`src/rtl/red_light_capture.sv`:
```
// Red-light violation capture: debounces camera&red, fires a one-cycle shutter,
// runs a capture request/acknowledge handshake with timeout, then holds off and re-arms.
module red_light_capture #(
    parameter int DEBOUNCE_CYCLES = 3,
    parameter int HOLDOFF_CYCLES  = 8,
    parameter int ACK_TIMEOUT     = 16,
    parameter int CNT_W           = 8
) (
    input  logic             clk,
    input  logic             rst,
    input  logic             camera,
    input  logic             red,
    input  logic             cap_ack,
    input  logic             clr_cnt,
    output logic             shutter,
    output logic             cap_req,
    output logic [CNT_W-1:0] viol_cnt,
    output logic             busy,
    output logic             timeout_err
);

    typedef enum logic [2:0] {
        IDLE,
        QUAL,
        FIRE,
        WAIT_ACK,
        HOLDOFF,
        REARM
    } state_t;

    localparam logic [7:0]       DEB_LAST  = 8'(DEBOUNCE_CYCLES - 1);
    localparam logic [7:0]       HOLD_LAST = 8'(HOLDOFF_CYCLES - 1);
    localparam logic [7:0]       TOUT      = 8'(ACK_TIMEOUT);
    localparam logic [CNT_W-1:0] CNT_MAX   = '1;
    localparam logic [CNT_W-1:0] CNT_ONE   = CNT_W'(1);

    state_t     state;
    logic [7:0] qcnt;
    logic [7:0] tcnt;
    logic [7:0] hcnt;
    logic       trig;
    logic       fire_next;
    logic       timeout_now;

    assign trig = camera & red;

    // fire_next marks the edge that enters FIRE; the counter block needs it so the
    // increment lands together with the shutter pulse.
    assign fire_next = trig &&
                       (((state == IDLE) && (DEBOUNCE_CYCLES == 1)) ||
                        ((state == QUAL) && (qcnt == DEB_LAST)));
    assign timeout_now = (state == WAIT_ACK) && !cap_ack && (tcnt == TOUT);

    always_ff @(posedge clk or posedge rst) begin
        if (rst) begin
            state   <= IDLE;
            qcnt    <= '0;
            tcnt    <= '0;
            hcnt    <= '0;
            shutter <= 1'b0;
            cap_req <= 1'b0;
            busy    <= 1'b0;
        end else begin
            shutter <= 1'b0;
            case (state)
                IDLE: begin
                    if (trig) begin
                        busy <= 1'b1;
                        if (fire_next) begin
                            state   <= FIRE;
                            shutter <= 1'b1;
                            cap_req <= 1'b1;
                            tcnt    <= 8'd1;
                        end else begin
                            state <= QUAL;
                            qcnt  <= 8'd1;
                        end
                    end
                end
                QUAL: begin
                    if (!trig) begin
                        state <= IDLE;
                        qcnt  <= '0;
                        busy  <= 1'b0;
                    end else if (fire_next) begin
                        state   <= FIRE;
                        qcnt    <= '0;
                        shutter <= 1'b1;
                        cap_req <= 1'b1;
                        tcnt    <= 8'd1;
                    end else begin
                        qcnt <= qcnt + 8'd1;
                    end
                end
                FIRE: begin
                    if (cap_ack) begin
                        state   <= HOLDOFF;
                        cap_req <= 1'b0;
                        tcnt    <= '0;
                        hcnt    <= '0;
                    end else begin
                        state <= WAIT_ACK;
                        tcnt  <= tcnt + 8'd1;
                    end
                end
                // An ack in the same cycle as the timeout wins, so no error is raised.
                WAIT_ACK: begin
                    if (cap_ack || (tcnt == TOUT)) begin
                        state   <= HOLDOFF;
                        cap_req <= 1'b0;
                        tcnt    <= '0;
                        hcnt    <= '0;
                    end else begin
                        tcnt <= tcnt + 8'd1;
                    end
                end
                HOLDOFF: begin
                    if (hcnt == HOLD_LAST) begin
                        state <= REARM;
                        hcnt  <= '0;
                    end else begin
                        hcnt <= hcnt + 8'd1;
                    end
                end
                REARM: begin
                    if (!trig) begin
                        state <= IDLE;
                        busy  <= 1'b0;
                    end
                end
                default: begin
                    state   <= IDLE;
                    cap_req <= 1'b0;
                    busy    <= 1'b0;
                end
            endcase
        end
    end

    // A clear that meets a violation keeps that violation, and a timeout that
    // meets a clear still leaves the error flag set.
    always_ff @(posedge clk or posedge rst) begin
        if (rst) begin
            viol_cnt    <= '0;
            timeout_err <= 1'b0;
        end else begin
            if (clr_cnt) begin
                viol_cnt <= (fire_next || (state == FIRE)) ? CNT_ONE : '0;
            end else if (fire_next && (viol_cnt != CNT_MAX)) begin
                viol_cnt <= viol_cnt + CNT_ONE;
            end
            if (clr_cnt) begin
                timeout_err <= timeout_now;
            end else if (timeout_now) begin
                timeout_err <= 1'b1;
            end
        end
    end

endmodule

```
`config.mk`:
```
export PLATFORM = sky130hd
export DESIGN_NAME = red_light_capture
export DESIGN_NICKNAME = d
export VERILOG_FILES = /design/src/rtl/red_light_capture.sv
export SDC_FILE = /design/constraint.sdc
export NUM_CORES = 1
export LEC_CHECK = 0
export CORE_MARGIN = 2
export CORE_UTILIZATION = 58
export DETAILED_ROUTE_END_ITERATION = 10
export GPL_TIMING_DRIVEN = 0
export PLACE_DENSITY = 0.8
export SLEW_MARGIN = 5
export SYNTH_ARGS = -nofsm -noshare
export SYNTH_HDL_FRONTEND = slang
export SYNTH_SLANG_ARGS = --single-unit
```
`constraint.sdc`:
```
create_clock -name clk -period 2.7 [get_ports clk]
set_clock_uncertainty 0.1 [all_clocks]
set_input_delay 0.27 -clock clk [delete_from_list [all_inputs] [get_ports clk]]
set_output_delay 0.27 -clock clk [all_outputs]
set_load 0.005 [all_outputs]
```
==> impl_metrics.tcl <==
set metrics [dict create \
    route.antenna.remaining_nets 0 \
    grt_max_degree 40 \
    critPathMaxStageDelay_ps 440 \
    synthArstFlopShare 1.00 \
    drv_slew 0 \
    critPathTopFamily "simple AND/OR/NAND/NOR gates" \
    synth_top_area_frac 0.439 \
    grt_pass1_wl_mm 7.97 \
    critPathKind "reg -> reg" \
    fin_setup_tns_ps 0 \
    fmax_mhz 452 \
    syn_nets 249 \
    rsz0062_at_grt "false" \
    cts_buffers 5 \
    rrSetupSlack_ps 490 \
    hold_buffers 0 \
    wl_met1_mm 2.26 \
    area_delta_synth_final_pct 13.8 \
    cp.arrival_ps 2280 \
    clk_pin_slew_ps 70 \
    htreeDepth 2 \
    hold_viol_final 0 \
    max-vdd-ir-drop_uv 542 \
    clkSinkCount 39 \
    grt_usage 0.240 \
    gp_congestion 0.818 \
    final-setup-viol-count 0 \
    status "finished, final reports clean" \
    period_share 0.819 \
    yosysSeqAreaShare 0.439 \
    wl_met2_mm 2.02 \
    fin_nets 272 \
    io_buffer_count 16 \
    path_depth 7 \
    synth_area_leaders "dfrtp_1 (44%), a21oi_1 (5.4%), nand3_1 (3.8%)" \
    viasPerCell 6.05 \
    initial_utilization 0.608 \
    worst_pin_slew_ps 786 \
    io-pin-count 18 \
    cp.required_ps 2770 \
    die_x_um 65.9 \
    coreArea_sq_um 3660 \
    post-cts-setup-buffers 0 \
    start_kind "flop" \
    timing.critical_path.buf_inv 2 \
    drt_pass1_iterations 4 \
    synth_seq_cells 39 \
    wl_per_cell_um 14.7 \
    synth_area_sq_um 2220 \
    num_rows 22 \
    hold_class "in -> reg" \
    worst_setup_path_end_kind "flop" \
    worstRegToRegCells 7 \
    grt_overflow 0 \
    route.detailed.drc 0 \
    synth_edf_count 0 \
    cts.path.max_buffers 2 \
    crit-reg2reg-launch "qcnt[0]" \
    endpoint "viol_cnt[5]" \
    antenna_found_initial 0 \
    tritoncts "yes" \
    hold_slack_ps 304 \
    drt_iter0_markers 108 \
    synth_ff_type "dfrtp_1" \
    p_per_area_nw_per_um2 773 \
    max_cap_violations 0 \
    die-area_sq_um 4350 \
    antenna_cells 0 \
    crit_slowest_cell "dfrtp_1" \
    dp_hpwl_mm 3.17 \
    cts_resized 0 \
    dr.max_layer_used "met4" \
    r2r-end "viol_cnt[5]" \
    wl_met3_um 139 \
    yosysWarnings 0 \
    cp_max_fo 10 \
    maxSlewHeadroom 0.475 \
    grt_pass1_vias 1751 \
    crit_chain "inv_1 > ha_1 > nor4b_4 > nand4_1 > buf_2 > o41ai_1 > a21oi_1" \
    drive_gt1_frac 0.0808 \
    synthCells 237 \
    cp-startpoint "qcnt[0]" \
    avgSynthCellArea_sq_um 9.39 \
    via_count 1862 \
    die_h_um 65.9 \
    clk-insertion-delay-late_ps 300 \
    root_buffer "clkbuf_8" \
    synth_cell_types 50 \
    finalCriticalPeriod_ps 2210 \
    routed_wl_mm 4.53 \
    p_leak_nw 1.07 \
    synth_area_leader_cell "dfrtp_1" \
]
layout make-up:
type	count	area [sq um]
plain buffers	7	30.0
clock buffers	6	82.6
clock inverters	1	5.00
fillers	311	1130
inverters	12	45.0
multi-input cells	179	1170
flip-flops and latches	39	976
well taps	48	60.1
repair buffers	16	160
cells by family after synthesis:
group | after synthesis | share of synthesized area
and+or+nand+nor | 92 | 0.235
AOI/OAI and AO/OA | 71 | 0.217
xor gates and xnor gates | 6 | 0.0236
buffers and inverters | 19 | 0.0337
adders and majority gates | 6 | 0.0337
muxes | 4 | 0.0186
DFF | 39 | 0.439
cell usage in the layout, fill, tap and decap left out, types with 6 or more instances in the layout:
cell / n
ha_1: 6
o21ai_0: 10
dfrtp_1: 39
nand2_1: 19
a21oi_1: 24
clkdlybuf4s50_1: 16
inv_1: 10
a31oi_1: 6
clkbuf_8: 6
nor2_1: 13
or4_1: 6
nand3_1: 17
synthesized netlist by cell type, types with 2 or more instances:
library cell  count
nand2_1          19
o211ai_1          2
o31a_1            2
o31ai_1           5
or4_1             6
buf_1             2
a31oi_1           6
nor2b_1           2
buf_2             3
a22o_1            5
xor2_1            3
or3_1             2
nand2b_1          5
nand3_1          17
a211o_1           3
nor2_1           13
nand4_1           4
ha_1              6
and4_1            3
dfrtp_1          39
a21oi_1          24
and3_1            5
a21o_1            4
o21ai_0          10
nor4_1            2
clkbuf_1          2
mux2i_1           3
xnor2_1           3
nor3_1            5
inv_1            11
nor3b_1           2
routing by layer:
layer	GRT usage	vias up
li1	-	936
met1	0.317	890
met2	0.374	26
met3	0.0528	10
met4	0.115	0
met5	0	-
flip-flops by register name, summed over array words and instances, names as in the netlist:
| register | cells |
|---|---|
| busy | 1 |
| cap_req | 1 |
| tcnt | 8 |
| hcnt | 8 |
| timeout_err | 1 |
| state | 3 |
| qcnt | 8 |
| viol_cnt | 8 |
| shutter | 1 |
metrics by stage:
step	worst slack [ps]	total power, W	cells	util	area, sq um
global route	264	0.00210	308	0.692	2530
floorplan	759	0.00138	237	-	2220
detailed placement	363	0.00157	301	0.668	2440
finish	488	0.00196	308	0.692	2530
global placement	386	0.00154	301	0.668	2440
CTS	474	0.00197	308	0.692	2530
worst min-delay path by stage:
stage / slack [ps] / startpoint / end / cells after the start
floorplan: 340 / red / qcnt[0] / 2
global placement: 410 / cap_req / cap_req / 2
detailed placement: 410 / busy / busy / 1
CTS: 310 / clr_cnt / viol_cnt[2] / 2
global route: 330 / clr_cnt / viol_cnt[2] / 2
finish: 300 / clr_cnt / viol_cnt[2] / 2
where the power goes:
part / switching (W) / leakage [nW] / internal (W) / total [W]
Sequential: 0.000132 / 0.526 / 0.000708 / 0.000840
Clock: 0.000195 / 0.0470 / 0.000200 / 0.000395
Combinational: 0.000417 / 0.499 / 0.000306 / 0.000723
No activity file was read; power rests on OpenSTA's default activity.
